<file path="config.mk">
export PLATFORM = sky130hd
export DESIGN_NAME = md5_pad
export DESIGN_NICKNAME = d
export VERILOG_FILES = /design/src/rtl/md5_pad_pkg.sv /design/src/rtl/md5_blkbuf.sv /design/src/rtl/md5_pad.sv
export SDC_FILE = /design/constraint.sdc
export NUM_CORES = 1
export LEC_CHECK = 0
export BUFFER_PORTS_ARGS = -buffer_cell sky130_fd_sc_hd__buf_2
export CAP_MARGIN = 20
export CORE_AREA = 2 2 254 256
export CTS_CLUSTER_SIZE = 10
export DETAILED_ROUTE_END_ITERATION = 7
export DIE_AREA = 0 0 256 258
export SLEW_MARGIN = 20
export SYNTH_ARGS = -nofsm -noshare
export SYNTH_HDL_FRONTEND = slang
export SYNTH_SLANG_ARGS = --single-unit
</file>
<file path="constraint.sdc">
create_clock -name clk -period 6.9 [get_ports clk]
set_input_delay 0.69 -clock clk [delete_from_list [all_inputs] [get_ports clk]]
set_output_delay 0.69 -clock clk [all_outputs]
set_load 0.03 [all_outputs]
</file>
<file path="src/rtl/md5_pad_pkg.sv">
// md5_pad_pkg: FSM encoding, block constants and the byte-to-word packing helper
package md5_pad_pkg;
  typedef enum logic [2:0] {IDLE, FILL, PAD_80, PAD_Z, LEN, SEND, DRAIN} state_t;
  localparam int BLOCK_BYTES = 64;
  localparam int LEN_OFS = 56;
  localparam logic [7:0] PAD_BYTE = 8'h80;
  typedef struct packed {
    logic [3:0] word;
    logic [4:0] ofs;
  } pos_t;
  // ofs counts from the word MSB, so byte 0 of a word is its top byte
  function automatic pos_t pack_pos(input logic [5:0] idx);
    return '{word: idx[5:2], ofs: {idx[1:0], 3'b000}};
  endfunction
endpackage

</file>
<file path="src/rtl/md5_blkbuf.sv">
// md5_blkbuf: 16x32 block buffer, byte write port, word read port, clear
module md5_blkbuf
  import md5_pad_pkg::*;
(
  input  logic        clk,
  input  logic        clr,
  input  logic        we,
  input  logic [5:0]  idx,
  input  logic [7:0]  data,
  input  logic [3:0]  word,
  output logic [31:0] rdata
);
  logic [31:0] mem_q [16];
  logic [31:0] mem_d [16];
  pos_t p;
  logic [4:0] msb;
  always_comb begin
    p = pack_pos(idx);
    msb = 5'd31 - p.ofs;
    mem_d = mem_q;
    if (clr) for (int i = 0; i < 16; i++) mem_d[i] = '0;
    if (we) mem_d[p.word][msb -: 8] = data;
  end
  always_ff @(posedge clk) mem_q <= mem_d;
  assign rdata = mem_q[word];
endmodule

</file>
<file path="src/rtl/md5_pad.sv">
// md5_pad: byte-stream MD5 padder feeding md5_ctl with 16-word block bursts
module md5_pad
  import md5_pad_pkg::*;
#(
  parameter int LEN_W = 64
) (
  input  logic        clk,
  input  logic        rst,
  input  logic        in_valid,
  input  logic [0:7]  in_data,
  input  logic        in_end,
  output logic        in_ready,
  output logic        ctl_rst_o,
  output logic        ctl_rdy_o,
  output logic [0:31] ctl_msg_o,
  input  logic        ctl_busy_i,
  output logic        pad_busy
);
  state_t state_q, state_d, ret_q, ret_d;
  logic [6:0] idx_q, idx_d;
  logic [LEN_W-1:0] len_q, len_d;
  logic last_q, last_d, burst_q, burst_d, seen_q, seen_d, rdy_q, rdy_d;
  logic [3:0] wcnt_q, wcnt_d;
  logic [1:0] to_q, to_d;
  logic [31:0] msg_q, msg_d, rdata;
  logic take, byte_acc, we, full;
  logic [7:0] wdata;
  assign full = idx_q == 7'(BLOCK_BYTES);
  assign ctl_rdy_o = rdy_q;
  assign ctl_msg_o = msg_q;
  md5_blkbuf u_buf (
    .clk(clk), .clr(rst || ctl_rst_o), .we(we), .idx(idx_q[5:0]),
    .data(wdata), .word(wcnt_q), .rdata(rdata)
  );
  always_ff @(posedge clk)
    if (rst) begin
      state_q <= IDLE;
      ret_q <= FILL;
      idx_q <= '0;
      len_q <= '0;
      last_q <= 1'b0;
      burst_q <= 1'b0;
      seen_q <= 1'b0;
      to_q <= '0;
      wcnt_q <= '0;
      rdy_q <= 1'b0;
      msg_q <= '0;
    end else begin
      state_q <= state_d;
      ret_q <= ret_d;
      idx_q <= idx_d;
      len_q <= len_d;
      last_q <= last_d;
      burst_q <= burst_d;
      seen_q <= seen_d;
      to_q <= to_d;
      wcnt_q <= wcnt_d;
      rdy_q <= rdy_d;
      msg_q <= msg_d;
    end
  always_comb begin
    state_d = state_q;
    ret_d = ret_q;
    idx_d = we ? idx_q + 7'd1 : idx_q;
    len_d = byte_acc ? len_q + LEN_W'(8) : len_q;
    last_d = last_q;
    burst_d = burst_q;
    seen_d = seen_q;
    to_d = to_q;
    wcnt_d = wcnt_q;
    rdy_d = 1'b0;
    msg_d = '0;
    case (state_q)
      IDLE: if (take) begin
        state_d = in_end ? PAD_80 : FILL;
        len_d = byte_acc ? LEN_W'(8) : '0;
        last_d = 1'b0;
      end
      FILL: if (take && in_end) state_d = PAD_80;
        else if (byte_acc && idx_q == 7'(BLOCK_BYTES - 1)) begin
          state_d = SEND;
          ret_d = FILL;
        end
      PAD_80: begin
        state_d = full ? SEND : PAD_Z;
        ret_d = PAD_80;
      end
      PAD_Z: if (idx_q == 7'(LEN_OFS)) state_d = LEN;
        else if (full) begin
          state_d = SEND;
          ret_d = PAD_Z;
        end
      LEN: if (idx_q == 7'(BLOCK_BYTES - 1)) begin
        state_d = SEND;
        last_d = 1'b1;
      end
      SEND: if (burst_q) begin
        rdy_d = 1'b1;
        msg_d = rdata;
        wcnt_d = wcnt_q + 4'd1;
        if (wcnt_q == 4'd15) begin
          burst_d = 1'b0;
          state_d = DRAIN;
        end
      end else if (!ctl_busy_i) burst_d = 1'b1;
      DRAIN: begin
        seen_d = seen_q | ctl_busy_i;
        to_d = to_q + 2'd1;
        // wait for md5_ctl to take the block, or give up if busy never rises
        if (!ctl_busy_i && (seen_q || to_q == 2'd3)) begin
          state_d = last_q ? IDLE : ret_q;
          idx_d = '0;
          seen_d = 1'b0;
          to_d = '0;
        end
      end
      default: state_d = IDLE;
    endcase
  end
  always_comb begin
    in_ready = !rst && (state_q == IDLE || (state_q == FILL && !full));
    byte_acc = in_ready && in_valid;
    take = in_ready && (in_valid || in_end);
    ctl_rst_o = take && state_q == IDLE;
    pad_busy = !rst && state_q != IDLE;
    we = !rst && (byte_acc || state_q == LEN || (state_q == PAD_80 && !full) ||
         (state_q == PAD_Z && !full && idx_q != 7'(LEN_OFS)));
    wdata = state_q == PAD_80 ? PAD_BYTE :
            state_q == LEN    ? len_q[{idx_q[2:0], 3'b000} +: 8] :
            state_q == PAD_Z  ? 8'h00 : in_data;
  end
endmodule

</file>
* Yosys cells after proc, flatten, opt, wreduce, memory -nomap -nowiden
Index checks and enable logic that the tools add are counted.
** Cells by class
- Add/subtract/negate cells :: 6
- Order comparisons :: 3
- Eq/ne operators :: 23
- Shift-type cells :: 3
- Muxes and demuxes :: 45
- Bitwise operators :: 5
- Reductions and logical operators :: 34
** Operators by type and width (count)
- $mux W512 :: 2
- $bwmux W512 :: 1
- $mux W64 :: 3
- $bmux W32 S4 :: 1
- $demux W32 S4 :: 1
- $mux W32 :: 3
- $add A64 B4 Y64 const B :: 1
- $shiftx A64 B7 Y8 :: 1
- $mux W3 :: 15
- $shift A8 B7 Y39 const A :: 1
- $shiftx A8 B7 Y39 :: 1
- $mux W8 :: 3
- $mux W7 :: 3
- $pmux W3 S7 :: 1
- $ne A2 B2 Y1 const B :: 9
- $eq A7 B6 Y1 const B :: 2
- $logic_and A1 B1 Y1 :: 14
- $ge A5 B5 Y1 const B :: 2
- $not A4 Y5 :: 2
- $eq A3 B3 Y1 const B :: 3
- $pmux W3 S3 :: 1
- $add A7 B1 Y7 const B :: 1
- $eq A7 B7 Y1 const B :: 1
- $logic_or A1 B1 Y1 :: 7
- other kinds (27) :: 40
** Word-level totals
- Register bits after elaboration :: 631
- Input port bits :: 13
- Output and inout bits :: 36
- Logic and storage cells :: 146

* Longest topological paths before layout
- Depth in word-level cells :: 13
- Mapped depth :: 13
- Gate-level depth less buffers :: 7

* Cells and area by module
Synthesis repeated with hierarchy kept, for this count alone.
** Unflattened totals
- Cells, all modules :: 2696
- Area total of the unflattened synthesis :: 29856.1 µm²
** Modules (own cells, without submodules)
- md5_blkbuf :: instances 1, cells an instance 2026, area each 24036.8 µm², sequential area each 10249.8 µm²
- md5_pad :: instances 1, cells an instance 670, area each 5819.3 µm², sequential area each 2302.2 µm²

* Worst setup path before layout
No wires, ideal clock.
- Kind :: reg2out
- From :: register idx_q[1]
- To :: output port in_ready
- Arrival :: 2993 ps
- Data required time :: 6210 ps
- Slack :: 3217 ps
- Stages on the path, launching flop included :: 9
- Path buffers :: 3
- Path through :: dfxtp_1 > clkbuf_1 > buf_4 > buf_2 > inv_1 > ha_1 > nand2_1 > nor2_1 > a2111oi_0
** Between the ends
- Cells in the longest elaborated chain, start to end :: 5
** Ends and longest elaborated chain
- start: declaration :: line md5_pad.sv:20 : logic [6:0] idx_q, idx_d;
- start signal: assignment :: line md5_pad.sv:51 : idx_q <= idx_d;
- $eq A7 B7 Y1 :: line md5_pad.sv:28 : assign full = idx_q == 7'(BLOCK_BYTES);
- $logic_not A1 Y1 :: line md5_pad.sv:121 : in_ready = !rst && (state_q == IDLE || (state_q == FILL && !full));
- $logic_and A1 B1 Y1 :: line md5_pad.sv:121
- $logic_or A1 B1 Y1 :: line md5_pad.sv:121
- $logic_and A1 B1 Y1 :: line md5_pad.sv:121
- end: declaration :: line md5_pad.sv:12 : output logic in_ready,
Every way passes these cells.

==> impl_metrics.json <==
{
  "grt_max_degree": 244,
  "ioPinCount": 49,
  "hold_end": "seen_q",
  "hpwlAfterDp_um": 50650,
  "cts_buffers": 74,
  "worst-endpoint-required_ns": 7.41,
  "synth.most_common_cell": "dfxtp_1",
  "relSlewSlack_pct": 19.84,
  "tightest_slew_ns": 1.198,
  "min-delay-start": "ctl_busy_i",
  "antennaDiodeCount": 0,
  "grtUsageTotal_pct": 23.28,
  "ys_types": 72,
  "grt_pass1_wl_um": 122300,
  "ctsHoldBuffers": 0,
  "ctsLongestPathBuffers": 3,
  "synth_nets": 2719,
  "drv_slew": 0,
  "avgSynthCellArea_um2": 10.43,
  "syn_to_final_growth_pct": 10.01,
  "rsz0062_at_grt": "no",
  "timing.rr.end": "u_buf.mem_q[322]",
  "skew_ns": 0.02117,
  "port_buffers": 48,
  "seq_area_frac_synth_pct": 44.57,
  "cp-start-kind": "flop",
  "wirelength_um": 77770,
  "power.density_nw_per_um2": 282.8,
  "root_buffer": "clkbuf_16",
  "cap_violations": 0,
  "place_area_um2": 28880,
  "cts_sinks": 627,
  "die_x_um": 256,
  "yosys_warnings": 0,
  "yosys.area.top_type": "dfxtp_1",
  "drive_gt1_share_pct": 13.41,
  "dieArea_um2": 66050,
  "synthTopCellsByArea": "dfxtp_1 45%, mux2i_1 16%, mux4_2 10%, nand2_1 6.5%, a22o_1 2.3%",
  "hold_viol": 0,
  "overflow": 0,
  "worst_hold_slack_ns": 0.3707,
  "die_h_um": 258,
  "vias_per_cell": 5.965,
  "crit_fanout": 41,
  "grt_pass1_vias": 21127,
  "cts_setup_buffers": 0,
  "synth_top_cells_by_count": "627 x dfxtp_1, 485 x nand2_1, 464 x mux2i_1, 133 x clkbuf_1, 129 x mux4_2",
  "finalWorstPathRequiredPeriod_ns": 4.208,
  "fin_nets": 2662,
  "endpoint_kind": "flop",
  "vdd_drop_max_v": 0.0003037,
  "wl_per_cell_um": 22.11,
  "core_area_um2": 63650,
  "synth_flop_cell": "dfxtp_1",
  "antenna_found_initial": 0,
  "syn_area_um2": 28160,
  "via_count": 20986,
  "cts_resized": 0,
  "start_util_pct": 44.24,
  "worst-setup-path-type": "flop to flop",
  "syn_inst": 2699,
  "finalSetupTns_ns": 0,
  "synth_edf_count": 0,
  "ff2ff_path_depth": 7,
  "clk_pin_slew_worst_paths_ns": 0.05,
  "gp_congestion": 0.8762,
  "clock_latency_ns": 0.62,
  "cp.arrival_ns": 4.72,
  "min_period_over_period_pct": 60.99,
  "drc_errors": 0,
  "h-tree-depth": 3,
  "antenna_left": 0,
  "synthArstFlopShare_pct": 0,
  "ys_ff_latch": 627,
  "status": "complete, no violations",
  "r2r_setup_slack_ns": 2.69,
  "min_path_type": "input pin to flop",
  "hold_depth": 3,
  "timing.fmax_mhz": 237.6,
  "drt_pass1_iterations": 5,
  "r2r_start": "idx_q[1]",
  "p_leak_nw": 12.75,
  "final_area_um2": 30980,
  "drt_iter0_drc": 1591,
  "cts_tree": "yes",
  "post-synth-top-area-fraction_pct": 44.57,
  "num_rows": 93,
  "setup_viol": 0
}
==> logic make-up after synthesis <==
group           Yosys count  synth area share, %
simple gates            847                14.32
flops                   627                44.57
mux                     596                26.93
compound gates          374                9.841
buf+inv                 225                3.306
xor+xnor                 23               0.7153
fa+ha+maj                 7               0.3110
==> worst max-delay path: stages (launching register included) <==
cell,delay [ns]
dfxtp_2,1.04
inv_1,0.23
ha_1,0.31
and2_1,0.24
a221oi_1,0.43
a2bb2o_1,0.93
nand2_1,0.57
mux2i_1,0.32
==> final cells by class <==
type                            instances  area, um^2
Clock inverter                          6       71.32
Sequential cell                       627       12570
Multi-Input combinational cell       1847       14720
Tap cell                              855        1070
Clock buffer                           91        2029
Timing Repair Buffer                   72       445.4
Inverter                               20       75.07
Fill cell                            5815       32670
==> where the power goes <==
group | switching (mW) | internal [mW] | leakage, nW
logic | 1.16 | 0.330 | 6.66
registers | 0.0837 | 3.66 | 5.05
clock network | 1.48 | 2.05 | 1.03
total | 2.73 | 6.03 | 12.7
==> routing by layer <==
layer  vias to the layer above  routed length, um  global-route usage, %
li1                       9707                  -                      -
met1                     10578              35250                  31.73
met2                       576              36690                  38.23
met3                       125               3894                  3.210
met4                         0               1938                  7.716
met5                         -                  0                      0
==> worst max path at each step <==
| stage | endpoint | from | slack [ns] |
|---|---|---|---|
| 3_5_place_dp | u_buf.mem_q[322] | idx_q[1] | 2.78 |
| 5_1_grt | u_buf.mem_q[322] | idx_q[1] | 2.44 |
| 3_3_place_gp | u_buf.mem_q[355] | idx_q[1] | 2.91 |
| 2_1_floorplan | in_ready | idx_q[1] | 3.22 |
| 6_report | u_buf.mem_q[322] | idx_q[1] | 2.69 |
| 4_1_cts | in_ready | idx_q[1] | 2.73 |
==> stage by stage <==
| stage | utilization (%) | power [mW] | instances | setup slack (ns) |
|---|---|---|---|---|
| floorplan | - | 4.900 | 2699 | 3.217 |
| global placement | 45.37 | 5.261 | 3421 | 2.909 |
| detailed placement | 45.37 | 5.300 | 3421 | 2.775 |
| CTS | 48.67 | 8.819 | 3518 | 2.727 |
| global route | 48.67 | 9.097 | 3518 | 2.436 |
| finish | 48.67 | 8.761 | 3518 | 2.692 |
==> flip-flops by register name, summed over array words and instances, names as in the netlist, 2 cells and up <==
name and flops:
u_buf.mem_q 512, len_q 61, ctl_msg_o 32, idx_q 7, wcnt_q 4, state_q 3
ret_q 2, to_q 2
==> cell usage in the layout, fill, tap and decap left out, types with 19 or more instances in the layout <==
cell / count
mux4_2: 129
dfxtp_1: 622
clkbuf_16: 77
a211oi_1: 64
a21oi_1: 59
nor3_1: 22
nand3_2: 28
nand3_1: 52
buf_2: 48
nor2b_1: 40
or4_1: 24
a22o_1: 75
o2bb2ai_1: 48
inv_1: 19
or3_1: 25
buf_4: 22
mux2i_1: 464
o31ai_1: 25
o21ai_0: 37
nand2_1: 484
nand4_1: 27
nor2_1: 66
No activity file was read; power rests on OpenSTA's default activity.
